[src/rtl/led_breath_multi.sv]
// led_breath_multi: multi-channel LED breathing engine (all-channel or chase mode) with PWM drive.
// Build option: define LED_BREATH_GAMMA_EN to square the brightness before the PWM compare.
module led_breath_multi #(
  parameter int N_LED       = 8,
  parameter int PWM_BITS    = 4,
  parameter int STEP_CYCLES = 4,
  parameter int HOLD_STEPS  = 2
) (
  input  logic                clk,
  input  logic                rst,
  input  logic [1:0]          mode,
  input  logic [N_LED-1:0]    led_mask,
  input  logic                pause,
  output logic [N_LED-1:0]    led_out,
  output logic [PWM_BITS-1:0] brightness,
  output logic                cycle_done
);
  localparam int CW = $clog2(N_LED);
  localparam int PW = (STEP_CYCLES > 1) ? $clog2(STEP_CYCLES) : 1;
  localparam int HW = (HOLD_STEPS > 1) ? $clog2(HOLD_STEPS) : 1;
  localparam logic [PWM_BITS-1:0] MAX_B      = {PWM_BITS{1'b1}};
  localparam logic [PWM_BITS-1:0] ONE_B      = PWM_BITS'(1);
  localparam logic [PW-1:0]       PRESC_LAST = PW'(STEP_CYCLES - 1);
  localparam logic [PW-1:0]       ONE_P      = PW'(1);
  localparam logic [HW-1:0]       HOLD_LAST  = HW'((HOLD_STEPS > 0) ? HOLD_STEPS - 1 : 0);
  localparam logic [HW-1:0]       ONE_H      = HW'(1);
  localparam logic [N_LED-1:0]    ONE_L      = N_LED'(1);

  typedef enum logic [2:0] {
    IDLE    = 3'd0,
    RISE    = 3'd1,
    HOLD_HI = 3'd2,
    FALL    = 3'd3,
    HOLD_LO = 3'd4
  } state_t;

  state_t              state_q, state_d;
  logic [PWM_BITS-1:0] bright_q, bright_d;
  logic [PWM_BITS-1:0] pwm_q, pwm_d;
  logic [PW-1:0]       presc_q, presc_d;
  logic [HW-1:0]       hold_q, hold_d;
  logic [CW-1:0]       chase_q, chase_d;
  logic [N_LED-1:0]    led_q, led_d;
  logic                done_q, done_d;
  logic [PWM_BITS-1:0] level_s;
  logic                active_s, tick_s, pwm_on_s;

  // Next set mask bit strictly above cur (wrapping); cur itself is the last candidate.
  function automatic logic [CW-1:0] next_chase(input logic [CW-1:0] cur, input logic [N_LED-1:0] m);
    logic [CW-1:0] res;
    logic          found;
    int            idx;
    res   = cur;
    found = 1'b0;
    for (int i = 1; i <= N_LED; i++) begin
      idx = (int'(cur) + i) % N_LED;
      if (!found && m[idx[CW-1:0]]) begin
        res   = idx[CW-1:0];
        found = 1'b1;
      end else begin
        res = res;
      end
    end
    return res;
  endfunction

`ifdef LED_BREATH_GAMMA_EN
  logic [2*PWM_BITS-1:0] bright_sq_s;
  assign bright_sq_s = bright_q * bright_q;
  assign level_s     = bright_sq_s[2*PWM_BITS-1:PWM_BITS];
`else
  assign level_s = bright_q;
`endif

  assign active_s = (mode == 2'd1) || (mode == 2'd2);
  assign tick_s   = (presc_q == PRESC_LAST);
  assign pwm_on_s = (level_s > pwm_q);

  // Next-state logic: breath FSM, prescaler, chase pointer and LED drive.
  always_comb begin
    state_d  = state_q;
    bright_d = bright_q;
    presc_d  = presc_q;
    hold_d   = hold_q;
    chase_d  = chase_q;
    done_d   = 1'b0;
    pwm_d    = pwm_q + ONE_B;
    led_d    = '0;

    if (!active_s) begin
      state_d  = IDLE;
      bright_d = '0;
      presc_d  = '0;
      hold_d   = '0;
    end else if (pause) begin
      state_d = state_q;
    end else if (state_q == IDLE) begin
      state_d  = RISE;
      bright_d = '0;
      presc_d  = '0;
      hold_d   = '0;
    end else begin
      presc_d = tick_s ? '0 : presc_q + ONE_P;
      if (tick_s) begin
        case (state_q)
          RISE: begin
            bright_d = bright_q + ONE_B;
            if (bright_q == MAX_B - ONE_B) begin
              state_d = (HOLD_STEPS == 0) ? FALL : HOLD_HI;
            end else begin
              state_d = RISE;
            end
          end
          HOLD_HI: begin
            if (hold_q == HOLD_LAST) begin
              state_d = FALL;
              hold_d  = '0;
            end else begin
              hold_d = hold_q + ONE_H;
            end
          end
          FALL: begin
            bright_d = bright_q - ONE_B;
            if (bright_q == ONE_B) begin
              // Zero hold skips the trough and closes the cycle right here.
              state_d = (HOLD_STEPS == 0) ? RISE : HOLD_LO;
              done_d  = (HOLD_STEPS == 0);
            end else begin
              state_d = FALL;
            end
          end
          HOLD_LO: begin
            if (hold_q == HOLD_LAST) begin
              state_d = RISE;
              hold_d  = '0;
              done_d  = 1'b1;
            end else begin
              hold_d = hold_q + ONE_H;
            end
          end
          default: state_d = IDLE;
        endcase
      end else begin
        state_d = state_q;
      end
    end

    if (done_d && (mode == 2'd2)) begin
      chase_d = next_chase(chase_q, led_mask);
    end else begin
      chase_d = chase_q;
    end

    case (mode)
      2'd0:    led_d = '0;
      2'd1:    led_d = pwm_on_s ? led_mask : '0;
      2'd2:    led_d = pwm_on_s ? (led_mask & (ONE_L << chase_q)) : '0;
      2'd3:    led_d = led_mask;
      default: led_d = '0;
    endcase
  end

  // State registers with synchronous reset.
  always_ff @(posedge clk) begin
    if (rst) begin
      state_q  <= IDLE;
      bright_q <= '0;
      pwm_q    <= '0;
      presc_q  <= '0;
      hold_q   <= '0;
      chase_q  <= '0;
      led_q    <= '0;
      done_q   <= 1'b0;
    end else begin
      state_q  <= state_d;
      bright_q <= bright_d;
      pwm_q    <= pwm_d;
      presc_q  <= presc_d;
      hold_q   <= hold_d;
      chase_q  <= chase_d;
      led_q    <= led_d;
      done_q   <= done_d;
    end
  end

  assign led_out    = led_q;
  assign brightness = bright_q;
  assign cycle_done = done_q;
endmodule
[config.mk]
export PLATFORM = sky130hd
export DESIGN_NAME = led_breath_multi
export DESIGN_NICKNAME = d
export VERILOG_FILES = /design/src/rtl/led_breath_multi.sv
export SDC_FILE = /design/constraint.sdc
export NUM_CORES = 1
export LEC_CHECK = 0
export CORE_ASPECT_RATIO = 1.5
export CORE_MARGIN = 2
export CORE_UTILIZATION = 48
export DETAILED_ROUTE_END_ITERATION = 7
export MAX_ROUTING_LAYER = met4
export PLACE_DENSITY = 0.69
export SLEW_MARGIN = 10
export SYNTH_ARGS = -nofsm -noshare
export SYNTH_HDL_FRONTEND = slang
export SYNTH_SLANG_ARGS = --single-unit
[constraint.sdc]
create_clock -name clk -period 3.4 [get_ports clk]
set_input_delay 0.68 -clock clk [delete_from_list [all_inputs] [get_ports clk]]
set_output_delay 0.68 -clock clk [all_outputs]
set_load 0.1 [all_outputs]
* Yosys cells after proc, flatten, opt, wreduce, memory -nomap -nowiden *
Cells that the tools add are included.

storage, ports and cells
  flip-flop bits (word level) = 26
  bits of input ports = 13
  output and inout bits = 13
  logic and storage cells = 137

cells by class
  $add $sub $neg = 13
  order comparisons = 9
  equality and inequality tests = 12
  shifts and indexed selects = 1
  mux-type cells = 63
  bitwise logic cells = 3
  reductions and logical operators = 28

operator list
  operator               number
  $mux W3                13
  $lt A3 B4 Y1 const B   8
  $mux W1                32
  $pmux W8 S4            1
  $bmux W1 S3            8
  $mux W8                2
  $add A3 B3 Y3 const B  4
  $pmux W3 S4            1
  $add A4 B1 Y4 const B  2
  $and A8 B8 Y8          1
  $logic_and A1 B1 Y1    8
  $mux W4                2
  $pmux W4 S2            1
  $reduce_bool A8 Y1     1
  $shl A1 B3 Y8 const A  1
  $logic_not A1 Y1       7
  $add A3 B1 Y3 const B  2
  $add A3 B2 Y3 const B  2
  $eq A2 B2 Y1 const B   3
  $eq A3 B2 Y1 const B   2
  $mux W2                3
  $ne A3 B3 Y1 const B   2
  $reduce_and A3 Y1      2
  $eq A4 B1 Y1 const B   1
  other kinds (17)       20

* Logic depth before layout (Yosys ltp) *
Gate-level depths: netlist of the first run.

  depth in word-level cells = 36
  depth in mapped cells = 11
  depth with buffers taken out = 8

* Worst setup path after synthesis of the first run *
Ideal clock, no wire load.

  path type = reg-to-reg
  start = register chase_q[0]
  end = register chase_q[1]
  setup time = 0.072 ns
  arrival time = 2.868 ns
  data required time = 3.328 ns
  path slack = 0.460 ns
  stages on the path, launching flop included = 12
  path buffers = 3
  period minus slack after synthesis = 2.940 ns
  cell sequence = dfxtp_1 > buf_6 > buf_2 > inv_1 > ha_1 > buf_6 > mux4_2 > mux2_4 > o2111a_1 > a311o_1 > a211o_1 > mux2i_1

on the way
  longest elaborated chain between the ends = 33
  elaborated cells on any way between the ends = 62
  classes of those cells = add/sub: 8; mux: 38; reduce/logical: 16

ends and longest elaborated chain
  item                                 RTL line  text
  start: declaration                   42        logic [CW-1:0] chase_q, chase_d;
  start signal: assignment             180       chase_q <= chase_d;
  $add A3 B1 Y3                        56        idx = (int'(cur) + i) % N_LED;
  $bmux W1 S3                          57        if (!found && m[idx[CW-1:0]]) begin
  $mux W1 (implied by the code)        57
  $mux W1                              57
  $mux W1                              148       if (done_d && (mode == 2'd2)) begin
  $logic_not A1 Y1                     57
  $logic_and A1 B1 Y1                  57
  $mux W1                              57
  (+17 left out)                       n/a
  $logic_not A1 Y1                     57
  $logic_and A1 B1 Y1                  57
  $mux W1                              57
  $mux W1                              148
  $logic_not A1 Y1                     57
  $logic_and A1 B1 Y1                  57
  $reduce_bool A8 Y1 (no source line)  n/a
  $reduce_and A2 Y1 (no source line)   n/a

Parallel ways exist; a longest one is shown, timed or not. The select of a mux whose other input is x is not followed.
A chain may end at the register's enable or synchronous reset.

* Worst setup path after layout of the first run *
Ends and elaborated chain as after synthesis.

==> flow_results.org, run 1 <==
** Run status
- Result of the run :: complete, no violations

** Yosys
- During synthesis, Yosys emitted a total of 0 warnings.
- Leading post-synthesis cells by cell area :: sky130_fd_sc_hd__dfxtp_1, sky130_fd_sc_hd__ha_1, sky130_fd_sc_hd__nor2_1
- Flip-flop and latch count after synthesis :: 26
- Library cell occupying the most area in the post-synthesis netlist :: sky130_fd_sc_hd__dfxtp_1
- Seq/Total Area, Yosys :: 23.11%
- A synthesized cell averages 8.696 um2.
- The synthesized netlist occupies a cell area of 0.002252 mm2.
- For this run, asynchronously set or reset flops after synthesis account for 0%.
- Top-area cell type share of the netlist area :: 23.11%
- After technology mapping, the gate count stands at 259.
- After synthesis, the netlist uses 58 different library cells.
- Total nets after synthesis :: 294
- In this run, synthesis inferred 0 flip-flops with an integrated enable.
- Among all flip-flop cells after synthesis, the most frequent one is sky130_fd_sc_hd__dfxtp_1.

** Placement
- Pre-CTS setup slack :: 0.3202 ns
- Final GP Congestion :: 0.9864
- After legalization and detailed placement, the total HPWL measured 4615 um.
- The count of buffers added on input and output ports is 25.

** Drt
- Aggregate routed wire length :: 5666 um
- Post-detailed-route wirelength per cell :: 17.17 um
- TritonRoute pass-1 iters :: 4
- DRC errors left :: 0
- The count of nets left with antenna violations once routing finished came out at 0.
- After the first detailed-routing iteration, the DRC count stood at 65.
- The detailed router placed 2018 vias in this run.
- Vias per cell :: 6.115

** Worst setup path
- Worst reg2reg path endpoint :: chase_q[1]
- The worst setup path is launched from a flop.
- Maximum fanout encountered on the critical timing path :: 7
- For flop-to-flop paths, the worst setup slack is 0.59 ns.
- Launching point of the worst reg2reg path :: chase_q[0]
- For the worst setup path, the data required time is 3.61 ns.
- The worst setup path is of the flop to flop kind.
- Data on the critical path arrives at its endpoint at 3.02 ns.
- The worst register-to-register path has a depth of 8.
- The worst setup path is captured at a flop.

** Clock tree
- Number of hold-repair buffers added at the cts stage :: 0
- After clock tree synthesis, the clock-pin slew on the worst setup and hold paths is 0.09 ns.
- Counting along the longest clock path gives a buffer depth of 2.
- Number of levels the H-tree was split into :: 1
- CTS saw 26 sinks.
- TritonCTS built the clock tree.
- Clock insertion delay at the later pin of the skew report :: 0.27 ns
- Clock tree synthesis selected as its root buffer the cell sky130_fd_sc_hd__clkbuf_8.
- The number of gates resized after CTS was 0.
- Buffers added to address setup during post-CTS repair amount to 0.
- Number of buffers created by CTS :: 3

** Pwr
- Power per Cell Area :: 253.4 mW/mm2
- Internal :: 456.3 uW
- Sequential share of power :: 48.8%
- In this run switching power makes up 30.43% of total power.
- The completed layout was analyzed and its total power is 655.9 uW.
- Summed over all cells, the static leakage comes to 0.001060 uW.
- Peak supply drop :: 0.1753 mV
- The analysis attributes to net switching a power of 199.6 uW.
- The clock network is responsible for 26.3% of the overall power.
- Per report_power, the combinational group accounts for 25.0% of the total.

** Final layout
- The filler cells instantiated in the layout total 443.
- In the final layout, the share of cells above drive strength 1 is 10.64%.
- Area growth syn-to-layout :: 14.94%
- Leaving out fill and tap cells, the most frequent cell in the layout is sky130_fd_sc_hd__nor2_1.
- Commonest cells after routing, fill and taps aside :: sky130_fd_sc_hd__nor2_1, sky130_fd_sc_hd__dfxtp_1, sky130_fd_sc_hd__ha_1
- ANT cells :: 0
- Number of nets in the final layout :: 319

** Global route
- The first global-routing pass estimated 9397 um of wire.
- Number of antenna violations at the first check in global routing :: 0
- Combined global-route utilization of all metal layers :: 24.15%
- After global routing the overflow that remains totals 0.
- The via count of the first global-routing pass came to 1982.
- Pin count of the biggest net entering global routing :: 19

** Timing
- Worst setup skew after layout :: 0.01310 ns
- The max-slew violation total from the final report is 0.
- Setup violation total in the final timing report :: 0
- Crit path time final :: 2.807 ns
- At the pin with the least slew margin, the transition time is 1.013 ns.
- Measured against its own limit, the worst slew margin works out to 32.27%.
- Maximum operating frequency :: 356.3 MHz
- Setup repair after global routing missed its margin :: no
- Setup total negative slack :: 0 ns
- The hold violation total from the final report was 0.
- The worst path uses 82.56% of the clock period.
- The worst path meets setup with 0.5931 ns of slack.

** Die
- Placeable core area :: 0.004504 mm2
- Number of top-level pins :: 26
- Die outline area :: 0.005267 mm2
- From left edge to right edge, the die measures 59.93 um.
- For this configuration, the core starts out at a cell density of 50.00%.
- The floorplan step set the die height to 87.89 um.
- Std-Cell Rows :: 30

** Min path
- Type of the tightest min-delay check :: flop to flop
- The path with the worst hold slack has its endpoint at pwm_q[0].
- The startpoint identified for the worst hold timing path is pwm_q[0].
- Along the worst hold path, the cell count comes to 1.

** Job
- Max-capacitance violation count :: 0
==> critical path, stage by stage (launching register included) <==
cell,delay (ns)
sky130_fd_sc_hd__dfxtp_1,0.34
sky130_fd_sc_hd__inv_1,0.08
sky130_fd_sc_hd__ha_1,0.49
sky130_fd_sc_hd__mux4_2,0.62
sky130_fd_sc_hd__mux2_4,0.32
sky130_fd_sc_hd__o2111a_1,0.23
sky130_fd_sc_hd__a311o_1,0.26
sky130_fd_sc_hd__a211o_1,0.29
sky130_fd_sc_hd__mux2i_1,0.11
==> cell usage after synthesis, drive strengths merged, types with 3 or more instances <==
| cell type | instances |
|---|---|
| nor4 | 3 |
| nand2 | 14 |
| xnor2 | 5 |
| a21oi | 18 |
| o21a | 3 |
| nand4 | 5 |
| nor3 | 8 |
| nor2 | 33 |
| ha | 22 |
| a31oi | 6 |
| mux2 | 6 |
| inv | 13 |
| o211a | 8 |
| nand2b | 3 |
| mux4 | 8 |
| dfxtp | 26 |
| nand3 | 6 |
| mux2i | 9 |
| buf | 7 |
| clkbuf | 7 |
| nor2b | 4 |
| o21ai | 10 |
==> cell type report <==
| type | count | area [um2] | area share, % |
|---|---|---|---|
| tap | 48 | 60.06 | 2.320 |
| inverter | 14 | 52.55 | 2.030 |
| timing repair buffer | 34 | 307.8 | 11.89 |
| multi-input combinational | 205 | 1607 | 62.06 |
| clock buffer | 3 | 41.29 | 1.595 |
| sequential | 26 | 520.5 | 20.11 |
==> logic make-up (layout without fill, tap and decap cells) <==
| group | Yosys count | after routing | synth area share (%) |
|---|---|---|---|
| flip-flops | 26 | 26 | 23.11 |
| adder cells (fa/ha/maj) | 23 | 23 | 12.67 |
| multiplexers | 23 | 23 | 17.11 |
| XOR/XNOR | 7 | 7 | 2.722 |
| AO/OA/AOI/OAI | 66 | 66 | 20.44 |
| buffers and inverters | 28 | 51 | 5.556 |
| AND/OR/NAND/NOR | 86 | 86 | 18.39 |
==> metrics by stage <==
stage | std cells | instance area (um2) | util, % | hold slack, ns
2_1_floorplan | 259 | 2252 | - | 0.4332
3_3_place_gp | 327 | 2547 | 56.56 | 0.4552
3_5_place_dp | 327 | 2547 | 56.56 | 0.4929
4_1_cts | 330 | 2589 | 57.47 | 0.5152
5_1_grt | 330 | 2589 | 57.47 | 0.5473
6_report | 330 | 2589 | 57.47 | 0.5072
==> worst max path at each step <==
stage	start	end	slack, ns	cells past startpoint
after global placement	led_mask[2]	chase_q[1]	0.35	7
after CTS	chase_q[0]	chase_q[1]	0.58	8
after floorplan	chase_q[0]	chase_q[1]	0.46	11
after detailed placement	led_mask[2]	chase_q[1]	0.32	7
after global routing	chase_q[0]	chase_q[1]	0.39	8
final	chase_q[0]	chase_q[1]	0.59	8
==> per-layer routing <==
| metal | vias up | track usage, % | part of all wire (%) |
|---|---|---|---|
| met2 | 31 | 44.76 | 57 |
| li1 | 1010 | - | - |
| met4 | 0 | 10.51 | 3.8 |
| met3 | 16 | 2.363 | 1.9 |
| met5 | - | - | 0 |
| met1 | 961 | 24.73 | 37 |
==> power groups by stage <==
stage	sequential [uW]	clock (uW)	combinational [uW]
floorplan	349	0	86.9
global placement	327	0	161
detailed placement	327	0	163
CTS	320	177	164
global route	321	190	178
finish	320	172	164
==> flip-flops by register name, indices dropped and copies added (netlist names) <==
| signal | flops |
|---|---|
| brightness | 4 |
| chase_q | 3 |
| cycle_done | 1 |
| hold_q | 1 |
| led_out | 8 |
| presc_q | 2 |
| pwm_q | 4 |
| state_q | 3 |
Note: power is estimated with default switching activity, not from simulation.
==> run 2, diff against run 1 <==
==> constraint.sdc (replaced) <==
create_clock -name clk -period 2.8 [get_ports clk]
set_input_delay 0.56 -clock clk [delete_from_list [all_inputs] [get_ports clk]]
set_output_delay 0.56 -clock clk [all_outputs]
set_load 0.1 [all_outputs]
==> run 2 against run 1 <==
  * Register-to-register slack worse by 0.37 ns
  * Combinational power rose by 32%
  * Core utilization up 3.8 points
  * Sequential cell count did not move
  * Via count is 4.2% higher
  * Critical path type is now input pin to flop
  * Largest cell class unchanged
==> flow_results.org, run 2 (synthesis results as in run 1) <==
** Run status
- Result of the run :: complete, no violations

** Die
- Die span in x :: 59.93 um (unchanged)
- Std-Cell Rows :: 30 (unchanged)
- The chip height was 87.89 um (unchanged).
- The starting density of the core came to 50.00% (unchanged).
- The top-level port count was 26 (unchanged).
- Die outline area :: 0.005267 mm2 (unchanged)
- The area of the core is 0.004504 mm2 (unchanged).

** Clock tree
- The maximum buffer depth of the clock tree is 2 (unchanged).
- Number of buffers created by CTS :: 3 (unchanged)
- CTS Root Buffer Type :: sky130_fd_sc_hd__clkbuf_8
- CTS tree :: built
- The clock-pin transition on the worst setup and hold timing paths came to 0.09 ns (about the same).
- Number of levels the H-tree was split into :: 1 (unchanged)
- Clock net sink count :: 26 (unchanged)
- The number of buffers added for setup after CTS came to 0 (unchanged).
- The clock latency reported for the late side of the worst-skew pair is 0.27 ns (about the same).

** Timing
- Final Hold Viols :: 0 (unchanged)
- The final setup violation count came to 0 (unchanged).
- The setup slack after layout is 0.1776 ns (-0.4154 ns).
- After layout, the worst path uses 93.66% of the clock period.
- Worst slew pin tran :: 0.5351 ns (-0.4777 ns)
- Worst slew margin relative to its limit :: 64.09% (+32 points)
- Worst setup skew after layout :: 0.01075 ns (-0.002343 ns)
- The routed design could run at a clock period as short as 2.622 ns.
- The max-slew violation total from the final report is 0 (unchanged).
- For this run, the top clock speed supported by timing is 381.3 MHz.
- Setup repair after global routing left no endpoint under its margin.

** Final layout
- Number of nets in the final layout :: 343 (+7.5%)
- In the layout the commonest cells are sky130_fd_sc_hd__buf_4, sky130_fd_sc_hd__nor2_1, sky130_fd_sc_hd__dfxtp_1.
- The number of non-filler instances in the completed layout was 354 (+7.3%).
- Fraction of layout instances using a drive strength above 1 :: 21.90% (+11 points)
- ANT cells :: 0 (unchanged)
- Number of flip-flops under the largest register name :: 8 (unchanged)
- Most frequent standard cell in the layout excluding fill and tap cells :: sky130_fd_sc_hd__buf_4
- The total of fill cells in the finished design is 418 (-5.6%).
- From synthesis to final layout, the design area changed by 22.61%.

** Placement
- Port Buffers :: 25 (unchanged)
- Pre-CTS setup slack :: -0.09715 ns (-0.4173 ns)
- The cell count after placement was 351 (+7.3%).
- Total half-perimeter wirelength after legalization and detailed placement :: 4496 um (-2.6%)
- Final GP Congestion :: 0.9132 (-7.4%)

** Worst setup path
- The cell family contributing the most delay on the critical path is multiplexers.
- Traced cell by cell, the critical path runs through clkdlybuf4s50_1, mux4_2, mux2_4, o2111a_1, a311o_1, a211o_1, mux2i_1.
- The arrival time of data at the critical path endpoint is 2.82 ns (-0.20 ns).
- The worst setup path is captured at a flop.
- Buffers and inverters on the worst path :: 1 (unchanged)
- The endpoint required time on the critical path is 3.00 ns (-0.61 ns).
- Slowest library cell on the worst path :: sky130_fd_sc_hd__mux4_2
- Maximum single-stage delay on the critical path :: 0.54 ns (-0.08 ns)
- Maximum fanout encountered on the critical timing path :: 6 (-1)
- Critical Path Source Type :: input pin
- The setup path with the least slack is of type input pin to flop.

** Drt
- Vias :: 2103 (+4.2%)
- Post-detailed-route wirelength per cell :: 15.56 um (-9.3%)
- Post-DRT Antenna Nets :: 0 (unchanged)
- The remaining routing DRC violations came to 0 (unchanged).
- Aggregate routed wire length :: 5510 um (-2.8%)
- Drt initial violations :: 81 (+25%)
- The detailed-router iteration count before antenna repair is 4 (unchanged).
- The average via count per standard cell came to 5.941 (-2.9%).

** Global route
- The largest net degree at the start of global routing came to 16 (-3).
- The overall routing resource usage is 23.25% (-0.90 points).
- Global-route congestion overflow total :: 0 (unchanged)
- The number of antenna violations at the first check in global routing came to 0 (unchanged).
- The wire length of the first global-routing pass came to 9177 um (-2.3%).
- Vias in the first global route :: 1966 (-0.81%)

** Pwr
- The cell leakage power came to 0.001194 uW (+13%).
- Power per Cell Area :: 294.6 mW/mm2 (+16%)
- Peak supply drop :: 0.2162 mV (+23%)
- Power consumption :: 813.6 uW (+24%)

** Min path
- The path class of the tightest hold or removal check is flop to flop.

** Job
- Max-capacitance violation count :: 0 (unchanged)
==> run 2: changes by cell type in the layout (fill, tap and decap cells not counted) <==
| cell | previous run | this run |
|---|---|---|
| sky130_fd_sc_hd__buf_4 | 13 | 46 |
| sky130_fd_sc_hd__clkdlybuf4s50_1 | 21 | 12 |
| sky130_fd_sc_hd__dfxtp_1 | 26 | 24 |
| sky130_fd_sc_hd__dfxtp_2 | 0 | 2 |
| sky130_fd_sc_hd__ha_1 | 22 | 21 |
| sky130_fd_sc_hd__ha_4 | 0 | 1 |
| sky130_fd_sc_hd__inv_1 | 13 | 12 |
| sky130_fd_sc_hd__inv_2 | 0 | 1 |
==> run 2: through the flow <==
step                util (%)  instance area (um2)  hold WS [ns]  TNS [ns]
floorplan                  -                 2261        0.4332         0
global placement       60.11                 2708        0.4589   -0.1734
detailed placement     60.11                 2708        0.4602   -0.2172
CTS                    61.03                 2749        0.4828         0
global route           61.31                 2761        0.5036         0
finish                 61.31                 2761        0.4829         0
==> run 2: routing by layer <==
layer,track usage (%),up-vias,part of all wire [%]
li1,-,1063,-
met1,26.14,1001,41
met2,42.79,32,56
met3,1.477,7,1.6
met4,6.667,0,1.4
met5,-,-,0
==> run 2: final timing paths <==
check | start | end | slack, ns | depth (start not counted)
max | led_mask[7] | chase_q[1] | 0.18 | 7
min | pwm_q[0] | pwm_q[0] | 0.48 | 1
max reg2reg | chase_q[1] | chase_q[1] | 0.22 | 8
min reg2reg | pwm_q[0] | pwm_q[0] | 0.48 | 1
==> run 2: layout make-up <==
class                           count  area, um2  share of cell area [%]
Clock buffer                        3      41.29                   1.495
Sequential cell                    26      523.0                   18.94
Tap cell                           48      60.06                   2.175
Timing Repair Buffer               58      465.4                   16.86
Inverter                           14      52.55                   1.903
Multi-Input combinational cell    205       1619                   58.63
==> run 2: report_power, final <==
part	switching, uW	internal [uW]
combinational	123	94.5
clock	112	96.3
sequential	9.21	379
==> run 2: repair_timing <==
item                                    4_1_cts  5_1_grt
endpoints found under the setup margin        0        3
hold buffers                                  0        0
gates resized for setup                       0        2
